**config.mk**
```make
export PLATFORM = sky130hd
export DESIGN_NAME = mem_arbiter_flat
export DESIGN_NICKNAME = d
export VERILOG_FILES = /design/src/rtl/cpu_types_pkg.sv /design/src/rtl/mem_arbiter_if.sv /design/src/rtl/mem_arb_streak.sv /design/src/rtl/mem_arbiter.sv /design/src/flat_wrapper.sv
export SDC_FILE = /design/constraint.sdc
export NUM_CORES = 1
export LEC_CHECK = 0
export ABC_AREA = 1
export CORE_AREA = 2 2 104 106
export CTS_BUF_LIST = sky130_fd_sc_hd__clkbuf_4 sky130_fd_sc_hd__clkbuf_8 sky130_fd_sc_hd__clkbuf_16
export CTS_CLUSTER_DIAMETER = 120
export CTS_CLUSTER_SIZE = 16
export DETAILED_ROUTE_END_ITERATION = 8
export DIE_AREA = 0 0 106 108
export PLACE_DENSITY = 0.63
export SLEW_MARGIN = 20
export SYNTH_ARGS = -nofsm -noshare
export SYNTH_HDL_FRONTEND = slang
export SYNTH_SLANG_ARGS = --single-unit
```
**constraint.sdc**
```tcl
create_clock -name CLK -period 2.3 [get_ports CLK]
set_input_delay 0.345 -clock CLK [delete_from_list [all_inputs] [get_ports CLK]]
set_output_delay 0.345 -clock CLK [all_outputs]
set_load 0.005 [all_outputs]
```
**src/rtl/cpu_types_pkg.sv**
```systemverilog
// Shared types for the cache-to-RAM path: word type, RAM handshake states and arbiter FSM states.
package cpu_types_pkg;

  localparam int unsigned WORD_W   = 32;
  localparam int unsigned STREAK_W = 3;

  typedef logic [WORD_W-1:0] word_t;

  typedef enum logic [1:0] {
    FREE   = 2'd0,
    BUSY   = 2'd1,
    ACCESS = 2'd2,
    ERROR  = 2'd3
  } ramstate_t;

  typedef enum logic [1:0] {
    IDLE    = 2'd0,
    GRANT_D = 2'd1,
    GRANT_I = 2'd2
  } arb_state_t;

  // RAM has finished the current word, successfully or not.
  function automatic logic ram_done(input ramstate_t s);
    return (s == ACCESS) || (s == ERROR);
  endfunction

endpackage

```
**src/rtl/mem_arbiter_if.sv**
```systemverilog
// Cache-side and RAM-side signals of the memory arbiter; slave = arbiter view, master = environment view.
interface mem_arbiter_if;
  import cpu_types_pkg::*;

  logic      iREN;
  word_t     iaddr;
  logic      iwait;
  word_t     iload;
  logic      dREN;
  logic      dWEN;
  word_t     daddr;
  word_t     dstore;
  logic      dwait;
  word_t     dload;
  logic      ramREN;
  logic      ramWEN;
  word_t     ramaddr;
  word_t     ramstore;
  word_t     ramload;
  ramstate_t ramstate;
  logic      err_sticky;

  modport slave (
    input  iREN, iaddr, dREN, dWEN, daddr, dstore, ramload, ramstate,
    output iwait, iload, dwait, dload, ramREN, ramWEN, ramaddr, ramstore, err_sticky
  );

  modport master (
    output iREN, iaddr, dREN, dWEN, daddr, dstore, ramload, ramstate,
    input  iwait, iload, dwait, dload, ramREN, ramWEN, ramaddr, ramstore, err_sticky
  );

endinterface

```
**src/rtl/mem_arb_streak.sv**
```systemverilog
// Saturating count of dcache wins while icache waits; full_o flags that icache must win next.
module mem_arb_streak
  import cpu_types_pkg::*;
#(
  parameter int unsigned MAX = 4
) (
  input  logic clk_i,
  input  logic rst_i,
  input  logic inc_i,
  input  logic clr_i,
  output logic full_o
);

  localparam logic [STREAK_W-1:0] MAX_W = STREAK_W'(MAX);

  logic [STREAK_W-1:0] cnt_q, cnt_d;
  logic                full_q;

  always_comb begin
    cnt_d = cnt_q;
    if (clr_i) begin
      cnt_d = '0;
    end else if (inc_i && (cnt_q != MAX_W)) begin
      cnt_d = cnt_q + STREAK_W'(1);
    end
  end

  // full is registered from the next count so the compare costs no extra cycle
  always_ff @(posedge clk_i) begin
    if (rst_i) begin
      cnt_q  <= '0;
      full_q <= (MAX_W == '0);
    end else begin
      cnt_q  <= cnt_d;
      full_q <= (cnt_d == MAX_W);
    end
  end

  assign full_o = full_q;

endmodule

```
**src/rtl/mem_arbiter.sv**
```systemverilog
// Arbitrates icache/dcache word requests onto one RAM port.
// MEM_ARB_STARVE_GUARD_EN enables the dcache streak limit; otherwise dcache has strict priority.
module mem_arbiter
  import cpu_types_pkg::*;
#(
  parameter int unsigned MAX_D_STREAK = 4,
  parameter word_t       ERR_WORD     = 32'hBAD1BAD1
) (
  input  logic          CLK,
  input  logic          RST,
  mem_arbiter_if.slave  bus
);

  arb_state_t state_q;
  logic       err_q;
  logic       d_req, i_req;
  logic       done, ram_err;
  logic       d_done, i_done;
  logic       starve;

  assign d_req   = bus.dREN | bus.dWEN;
  assign i_req   = bus.iREN;
  assign done    = ram_done(bus.ramstate);
  assign ram_err = (bus.ramstate == ERROR);
  assign d_done  = (state_q == GRANT_D) & d_req & done;
  assign i_done  = (state_q == GRANT_I) & i_req & done;

`ifdef MEM_ARB_STARVE_GUARD_EN
  logic streak_full;

  mem_arb_streak #(
    .MAX (MAX_D_STREAK)
  ) u_streak (
    .clk_i  (CLK),
    .rst_i  (RST),
    .inc_i  (d_done & i_req),
    .clr_i  (i_done | ~i_req),
    .full_o (streak_full)
  );

  assign starve = i_req & streak_full;
`else
  assign starve = 1'b0;
`endif

  // Grant FSM; a dropped request aborts the grant just like a completion
  always_ff @(posedge CLK) begin
    if (RST) begin
      state_q <= IDLE;
      err_q   <= 1'b0;
    end else begin
      case (state_q)
        IDLE: begin
          if (d_req && !starve) begin
            state_q <= GRANT_D;
          end else if (i_req) begin
            state_q <= GRANT_I;
          end
        end
        GRANT_D: if (!d_req || d_done) state_q <= IDLE;
        GRANT_I: if (!i_req || i_done) state_q <= IDLE;
        default: state_q <= IDLE;
      endcase
      if ((d_done || i_done) && ram_err) begin
        err_q <= 1'b1;
      end
    end
  end

  // RAM port follows the grant and the live request lines
  always_comb begin
    bus.ramREN   = 1'b0;
    bus.ramWEN   = 1'b0;
    bus.ramaddr  = '0;
    bus.ramstore = '0;
    case (state_q)
      GRANT_D: begin
        bus.ramWEN   = bus.dWEN;
        bus.ramREN   = bus.dREN & ~bus.dWEN;
        bus.ramaddr  = bus.daddr;
        bus.ramstore = bus.dstore;
      end
      GRANT_I: begin
        bus.ramREN  = bus.iREN;
        bus.ramaddr = bus.iaddr;
      end
      default: ;
    endcase
  end

  assign bus.dwait      = ~d_done;
  assign bus.iwait      = ~i_done;
  assign bus.dload      = d_done ? (ram_err ? ERR_WORD : bus.ramload) : '0;
  assign bus.iload      = i_done ? (ram_err ? ERR_WORD : bus.ramload) : '0;
  assign bus.err_sticky = err_q;

endmodule

```
**src/flat_wrapper.sv**
```systemverilog
// flat-port wrapper written by rule: the top's interface ports become plain ports
module mem_arbiter_flat import cpu_types_pkg::*;
#(
  parameter int unsigned MAX_D_STREAK = 4,
  parameter word_t       ERR_WORD     = 32'hBAD1BAD1
)
  (CLK, RST, bus_iREN, bus_iaddr, bus_dREN, bus_dWEN, bus_daddr, bus_dstore, bus_ramload, bus_ramstate, bus_iwait, bus_iload, bus_dwait, bus_dload, bus_ramREN, bus_ramWEN, bus_ramaddr, bus_ramstore, bus_err_sticky);
  mem_arbiter_if bus_i ();
  input  logic CLK;
  input  logic RST;
  input wire logic [$bits(bus_i.iREN)-1:0] bus_iREN;
  input wire logic [$bits(bus_i.iaddr)-1:0] bus_iaddr;
  input wire logic [$bits(bus_i.dREN)-1:0] bus_dREN;
  input wire logic [$bits(bus_i.dWEN)-1:0] bus_dWEN;
  input wire logic [$bits(bus_i.daddr)-1:0] bus_daddr;
  input wire logic [$bits(bus_i.dstore)-1:0] bus_dstore;
  input wire logic [$bits(bus_i.ramload)-1:0] bus_ramload;
  input wire logic [$bits(bus_i.ramstate)-1:0] bus_ramstate;
  output wire logic [$bits(bus_i.iwait)-1:0] bus_iwait;
  output wire logic [$bits(bus_i.iload)-1:0] bus_iload;
  output wire logic [$bits(bus_i.dwait)-1:0] bus_dwait;
  output wire logic [$bits(bus_i.dload)-1:0] bus_dload;
  output wire logic [$bits(bus_i.ramREN)-1:0] bus_ramREN;
  output wire logic [$bits(bus_i.ramWEN)-1:0] bus_ramWEN;
  output wire logic [$bits(bus_i.ramaddr)-1:0] bus_ramaddr;
  output wire logic [$bits(bus_i.ramstore)-1:0] bus_ramstore;
  output wire logic [$bits(bus_i.err_sticky)-1:0] bus_err_sticky;
  assign bus_i.iREN = bus_iREN;
  assign bus_i.iaddr = bus_iaddr;
  assign bus_i.dREN = bus_dREN;
  assign bus_i.dWEN = bus_dWEN;
  assign bus_i.daddr = bus_daddr;
  assign bus_i.dstore = bus_dstore;
  assign bus_i.ramload = bus_ramload;
  assign bus_i.ramstate = bus_ramstate;
  assign bus_iwait = bus_i.iwait;
  assign bus_iload = bus_i.iload;
  assign bus_dwait = bus_i.dwait;
  assign bus_dload = bus_i.dload;
  assign bus_ramREN = bus_i.ramREN;
  assign bus_ramWEN = bus_i.ramWEN;
  assign bus_ramaddr = bus_i.ramaddr;
  assign bus_ramstore = bus_i.ramstore;
  assign bus_err_sticky = bus_i.err_sticky;
  mem_arbiter #(.MAX_D_STREAK(MAX_D_STREAK), .ERR_WORD(ERR_WORD)) u_core (.CLK(CLK), .RST(RST), .bus(bus_i));
endmodule
```
==> flow_metrics.env, run 1 <==
export IMPL_status="completed"
export IMPL_setup_viol=0
export IMPL_ys_seq_area_share_pct=3.890
export IMPL_ff2ff_setup_slack_ns=0.85
export IMPL_n_fill_cell=1006
export IMPL_endpoint_kind="primary output"
export IMPL_io_pins=268
export IMPL_cts_tree="built"
export IMPL_stdcell_count=727
export IMPL_r2r_cells=8
export IMPL_yosys_top_cells_area="nand2_1 26%, a21oi_1 23%, inv_1 18%"
export IMPL_ys_warn_count=0
export IMPL_drt_first_pass_iters=6
export IMPL_final_common_cell="clkdlybuf4s50_1"
export IMPL_cts_buffers=3
export IMPL_hold_viol=0
export IMPL_layout_setup_ws_ns=0.05753
export IMPL_yosys_register_bits=3
export IMPL_post_place_ws_ns=-0.04629
export IMPL_cts_root_buffer="clkbuf_8"
export IMPL_die_width_microns=106
export IMPL_r2r_end="u_core.state_q[1]$_SDFFE_PP0P_"
export IMPL_period_needed_ns=2.242
export IMPL_gr_total_overflow=0
export IMPL_slew_headroom_pct=80.75
export IMPL_finalClockSkew_ns=0.002865
export IMPL_tightest_slew_ns=0.2877
export IMPL_via_count=3049
export IMPL_endpoint="bus_dload[19]"
export IMPL_fin_crit_sh_pct=97.50
export IMPL_cp_common_cell="clkdlybuf4s50_1"
export IMPL_drive_gt1_share_pct=8.460
export IMPL_io_buffers=267
export IMPL_core_area_sq_um=10230
export IMPL_crit_type="in -> out"
export IMPL_clk_path_buf_depth=2
export IMPL_dieArea_sq_um=11450
export IMPL_num_rows=37
export IMPL_nNetsFinal=730
export IMPL_path_clk_slew_ns=0.03
export IMPL_cts_sinks=3
export IMPL_critPathMaxFanout=7
export IMPL_startpoint="bus_dWEN"
export IMPL_yosysTopAreaCell="nand2_1"
export IMPL_syn2layout_area_growth_pct=203.4
export IMPL_avgViaCountPerCell=4.194
export IMPL_die_height_microns=108
export IMPL_syn_inst=327
export IMPL_wl_microns=9002
export IMPL_arrival_ns=1.90
export IMPL_worstPathRequired_ns=1.96
export IMPL_post_place_cells=716
export IMPL_ctsHoldBuffers=0
export IMPL_slew_viol_final=0
export IMPL_antenna_cells=0
export IMPL_final_cell_mix="240 x clkdlybuf4s50_1, 107 x nand2_1, 73 x inv_1"
export IMPL_startpoint_type="input port"
export IMPL_antenna_found_initial=0
export IMPL_min_path_type="reg -> reg"
export IMPL_p_total_mw=1.116
export IMPL_syn_area_per_cell_sq_um=4.722
export IMPL_drtIter0Drc=200
export IMPL_insertion_delay_ns=0.22
export IMPL_syn_nets=465
export IMPL_maxCapViolations=0
export IMPL_grt_max_degree=51
export IMPL_fmaxAchievable_mhz=445.9
export IMPL_gp_congestion=0.7746
export IMPL_initial_utilization_pct=15.09
export IMPL_final_antenna_net_count=0
export IMPL_ys_types=16
export IMPL_grt_use_total_pct=13.47
export IMPL_grt_pass1_vias=2842
export IMPL_drc=0
export IMPL_r2r_start="u_core.state_q[0]$_SDFFE_PP0P_"
export IMPL_grt_pass1_wl_microns=12830
export IMPL_slowest_delay_ns=0.52
export IMPL_power_leakage_nw=2.490
export IMPL_crit_slowest_cell="clkdlybuf4s50_1"
export IMPL_vdd_drop_max_mv=0.1399
export IMPL_routedWlPerCell_microns=12.38
export IMPL_synth_area_sq_um=1544
export IMPL_yosys_area_top_type_share_pct=26.26
export IMPL_hpwl_microns=7046
export IMPL_htree_num_levels=1
export IMPL_worstPathCellList="clkdlybuf4s50_1 -> inv_1 -> nand2_2 -> nand3_4 -> clkbuf_16 -> nor3_2 -> clkdlybuf4s50_1"
export IMPL_powerDensity_nw_per_um2=238.3
## worst max-delay path, delay by kind of cell
family / cells / cell delay, ns
and+or+nand+nor: 3 / 0.30
buffers and inverters: 4 / 1.24
## sequential cells by signal (all words and copies together), names as in the netlist
| name | count |
|---|---|
| u_core.bus.err_sticky | 1 |
| u_core.state_q | 2 |
## worst min path at each step
stage                                  startpoint                                  to  slack (ns)  depth (start not counted)
2_1_floorplan                                 RST      u_core.state_q[0]$_SDFFE_PP0P_        0.41                          1
3_3_place_gp   u_core.bus.err_sticky$_SDFFE_PP0P_  u_core.bus.err_sticky$_SDFFE_PP0P_        0.46                          2
3_5_place_dp   u_core.bus.err_sticky$_SDFFE_PP0P_  u_core.bus.err_sticky$_SDFFE_PP0P_        0.46                          2
4_1_cts        u_core.bus.err_sticky$_SDFFE_PP0P_  u_core.bus.err_sticky$_SDFFE_PP0P_        0.48                          2
5_1_grt            u_core.state_q[0]$_SDFFE_PP0P_      u_core.state_q[0]$_SDFFE_PP0P_        0.53                          2
6_report       u_core.bus.err_sticky$_SDFFE_PP0P_  u_core.bus.err_sticky$_SDFFE_PP0P_        0.47                          2
## cell type report
class | instances | area, sq um | share of cell area (%)
sequential | 3 | 61.31 | 1.309
clock buffer | 4 | 48.80 | 1.042
multi-input combinational | 223 | 1119 | 23.88
inverter | 74 | 277.8 | 5.929
timing repair buffer | 287 | 3008 | 64.21
tap | 136 | 170.2 | 3.632
## repair_timing
| item | CTS | global route |
|---|---|---|
| setup endpoints to repair | 2 | 95 |
| endpoints found under the hold margin | 0 | 0 |
| setup buffers | 0 | 4 |
| resized for setup | 1 | 39 |
| cloned | 0 | 3 |
## power by group
group | internal, mW | switching [mW] | total (mW)
Sequential | 0.0580 | 0.00549 | 0.0634
Combinational | 0.526 | 0.358 | 0.884
Clock | 0.130 | 0.0387 | 0.169
Total | 0.714 | 0.402 | 1.12
## Yosys cell counts
cell,n
a21oi_1,72
buf_1,3
buf_2,21
buf_6,2
clkbuf_1,1
dfxtp_1,3
ha_1,3
inv_1,73
inv_2,1
nand2_1,108
nand2_2,1
nand3_1,4
nand3_2,2
nor2_1,5
nor3_1,17
nor3_2,11
## stage by stage
stage	setup TNS [ns]	util [%]	hold WS (ns)	area (sq um)
after floorplan	0	-	0.4141	1544
after global placement	0	43.19	0.4597	4419
after detailed placement	-0.04629	43.19	0.4646	4419
after CTS	-0.05342	43.72	0.4819	4473
after global routing	-0.02505	45.79	0.5316	4684
final	0	45.79	0.4744	4684
## kinds of logic after synthesis
logic type               synth area share, %
buffers and inverters                  27.23
adder cells (fa/ha/maj)                2.431
flip-flops                             3.890
AND/OR/NAND/NOR                        43.11
AO/OA/AOI/OAI                          23.34
## per-layer routing
metal	vias up	share of wire (%)	global-route usage (%)
met1	1352	34	12.76
met5	-	0	0
li1	1516	-	-
met2	171	54	26.64
met3	10	11	5.124
met4	0	1.5	4.323
Note: power is estimated with default switching activity, not from simulation.
==> run 2: changes to the inputs <==
--- a/config.mk
+++ b/config.mk
@@ -6,13 +6,13 @@
 export NUM_CORES = 1
 export LEC_CHECK = 0
 export ABC_AREA = 1
-export CORE_AREA = 2 2 104 106
+export CORE_AREA = 2 2 105 107
 export CTS_BUF_LIST = sky130_fd_sc_hd__clkbuf_4 sky130_fd_sc_hd__clkbuf_8 sky130_fd_sc_hd__clkbuf_16
 export CTS_CLUSTER_DIAMETER = 120
 export CTS_CLUSTER_SIZE = 16
 export DETAILED_ROUTE_END_ITERATION = 8
-export DIE_AREA = 0 0 106 108
-export PLACE_DENSITY = 0.63
+export DIE_AREA = 0 0 107 109
+export PLACE_DENSITY = 0.64
 export SLEW_MARGIN = 20
 export SYNTH_ARGS = -nofsm -noshare
 export SYNTH_HDL_FRONTEND = slang
==> constraint.sdc (replaced) <==
create_clock -name CLK -period 1.99 [get_ports CLK]
set_input_delay 0.2985 -clock CLK [delete_from_list [all_inputs] [get_ports CLK]]
set_output_delay 0.2985 -clock CLK [all_outputs]
set_load 0.005 [all_outputs]
==> run 2 against run 1 <==
Against the previous run: critical path depth stayed put; sequential cell count stayed put; total power is 30% higher.
==> flow_metrics.env, run 2 (synthesized netlist as in run 1, its figures left out) <==
export IMPL_pwr_share_seq_pct=5.2
export IMPL_maxCapViolations=0
export IMPL_cts_tree="built"
export IMPL_r2r_start="u_core.state_q[0]$_SDFFE_PP0P_"
export IMPL_clk_path_buf_depth=2
export IMPL_top_register="u_core.state_q"
export IMPL_final_cell_mix="134 x clkdlybuf4s50_1, 107 x nand2_1, 83 x dlygate4sd2_1"
export IMPL_crit_slowest_cell="dfxtp_4"
export IMPL_ff2ff_setup_slack_ns=0.33
export IMPL_syn2layout_area_growth_pct=217.7
export IMPL_post_dp_cell_area_sq_um=4477
export IMPL_antenna_found_initial=0
export IMPL_drc=0
export IMPL_path_clk_slew_ns=0.03
export IMPL_r2r_cells=10
export IMPL_min_to="u_core.bus.err_sticky$_SDFFE_PP0P_"
export IMPL_min_path_type="reg -> reg"
export IMPL_finalClockSkew_ns=0.002031
export IMPL_p_comb_share_pct=81.9
export IMPL_drtIter0Drc=217
export IMPL_worstPathRequired_ns=1.69
export IMPL_cts_buffers=3
export IMPL_status="completed"
export IMPL_grt_pass1_vias=2851
export IMPL_n_fill_cell=1084
export IMPL_routedWlPerCell_microns=13.74
export IMPL_drt_first_pass_iters=5
export IMPL_pwr_share_clk_pct=12.9
export IMPL_tightest_slew_ns=0.3281
export IMPL_power_leakage_nw=2.812
export IMPL_htree_num_levels=1
export IMPL_period_needed_ns=1.972
export IMPL_final_common_cell="clkdlybuf4s50_1"
export IMPL_crit_type="reg -> out"
export IMPL_grt_max_degree=37
export IMPL_gp_congestion=0.8405
export IMPL_hold_slack_ns=0.4798
export IMPL_slowest_delay_ns=0.35
export IMPL_grt_pass1_wl_microns=14010
export IMPL_endpoint_kind="primary output"
export IMPL_p_switching_mw=0.5299
export IMPL_final_antenna_net_count=0
export IMPL_timing_setup_tns_ns=0
export IMPL_startpoint_type="flip-flop"
export IMPL_gr_total_overflow=0
export IMPL_nNetsFinal=762
export IMPL_hpwl_microns=7340
export IMPL_insertion_delay_ns=0.21
export IMPL_num_rows=38
export IMPL_r2r_end="u_core.state_q[1]$_SDFFE_PP0P_"
export IMPL_cp_buffers_inverters=4
export IMPL_avgViaCountPerCell=4.195
export IMPL_slew_headroom_pct=78.13
export IMPL_io_pins=268
export IMPL_antenna_cells=0
export IMPL_p_int_mw=0.9179
export IMPL_cts_root_buffer="clkbuf_8"
export IMPL_ctsHoldBuffers=0
export IMPL_initial_utilization_pct=14.56
export IMPL_cts_sinks=3
export IMPL_stdcell_area_sq_um=4906
export IMPL_vdd_drop_max_mv=0.1561
export IMPL_powerDensity_nw_per_um2=295.1
export IMPL_arrival_ns=1.67
export IMPL_dieArea_sq_um=11660
export IMPL_rsz0062_at_grt="yes"
export IMPL_min_delay_path_depth=2
export IMPL_via_count=3201
export IMPL_grt_use_total_pct=15.12
export IMPL_drive_gt1_share_pct=17.50
export IMPL_die_width_microns=107
export IMPL_slew_viol_final=0
export IMPL_die_height_microns=109
export IMPL_worstHoldStart="u_core.bus.err_sticky$_SDFFE_PP0P_"
export IMPL_setup_viol=0
export IMPL_wl_microns=10480
export IMPL_core_area_sq_um=10600
export IMPL_swShare_pct=36.60
export IMPL_fmaxAchievable_mhz=507.1
export IMPL_fin_crit_sh_pct=99.09
export IMPL_critical_path_top_delay_family="buffers and inverters"
export IMPL_critPathMaxFanout=6
export IMPL_io_buffers=267
export IMPL_worstPathCellList="inv_4 -> ha_4 -> bufbuf_16 -> buf_4 -> nand2_1 -> a21oi_1 -> clkdlybuf4s15_2"
export IMPL_hold_viol=0
export IMPL_largest_reg_flops=2
==> run 2: changes by cell type in the layout (fill, tap and decap cells not counted), moves of 4 or more <==
cell	delta
clkdlybuf4s15_1	+18
clkdlybuf4s50_1	-106
a21oi_2	+4
dlygate4sd2_1	+83
buf_4	+17
a21oi_1	-4
clkbuf_2	+14
buf_6	+5
buf_2	+6
dlymetal6s2s_1	-17
==> run 2: metrics by stage <==
stage	power [mW]	setup WS [ns]	cells	util, %
finish	1.448	0.01817	763	46.27
global route	1.556	-0.05959	763	46.27
CTS	1.390	-0.1277	751	44.78
detailed placement	1.075	-0.3594	727	42.22
global placement	1.063	-0.2777	727	42.22
floorplan	0.4083	0.5560	327	-
==> run 2: repair_timing <==
action,CTS,global route
gates cloned,4,5
endpoints found under the setup margin,132,48
resized for setup,168,66
pin swaps,3,2
setup buffers,16,7
==> run 2: routing by layer <==
metal / vias up / wire length (microns) / part of all wire [%] / GRT usage (%)
li1: 1586 / - / - / -
met1: 1420 / 3736 / 36 / 16.42
met2: 182 / 5500 / 52 / 28.84
met3: 13 / 1046 / 10 / 4.184
met4: 0 / 196 / 1.9 / 3.896
met5: - / 0 / 0 / 0
==> run 2: final cells by class <==
| type | instances | area [sq um] | area share, % |
|---|---|---|---|
| repair buffers | 319 | 3193 | 65.09 |
| multi-input cells | 223 | 1141 | 23.26 |
| inverters | 74 | 282.8 | 5.764 |
| well taps | 140 | 175.2 | 3.571 |
| flip-flops and latches | 3 | 65.06 | 1.326 |
| clock buffers | 4 | 48.80 | 0.9946 |
==> run 2: worst register-to-register path, delay by kind of cell, from the launching register on <==
kind                     cells  cell delay (ns)
AO/OA/AOI/OAI                1             0.14
buffers and inverters        4             0.61
flip-flops                   1             0.33
adder cells (fa/ha/maj)      1             0.15
AND/OR/NAND/NOR              4             0.30
==> run 2: power groups by stage <==
stage / Combinational, mW / Clock [mW] / Sequential [mW]
after CTS: 1.12 / 0.193 / 0.0749
after detailed placement: 1.00 / 0 / 0.0716
after floorplan: 0.338 / 0 / 0.0705
after global routing: 1.28 / 0.195 / 0.0759
final: 1.19 / 0.187 / 0.0750
after global placement: 0.992 / 0 / 0.0712
==> run 2: worst max path at each step <==
stage	start	to	slack (ns)	cells after the start
final	u_core.state_q[1]$_SDFFE_PP0P_	bus_ramaddr[19]	0.02	7
after detailed placement	bus_ramstate[1]	bus_dload[1]	-0.36	5
after global placement	bus_ramstate[1]	bus_iload[17]	-0.28	5
after global routing	u_core.state_q[1]$_SDFFE_PP0P_	bus_ramaddr[19]	-0.06	7
after floorplan	u_core.state_q[0]$_SDFFE_PP0P_	bus_ramREN	0.56	5
after CTS	bus_dREN	bus_dload[5]	-0.13	7
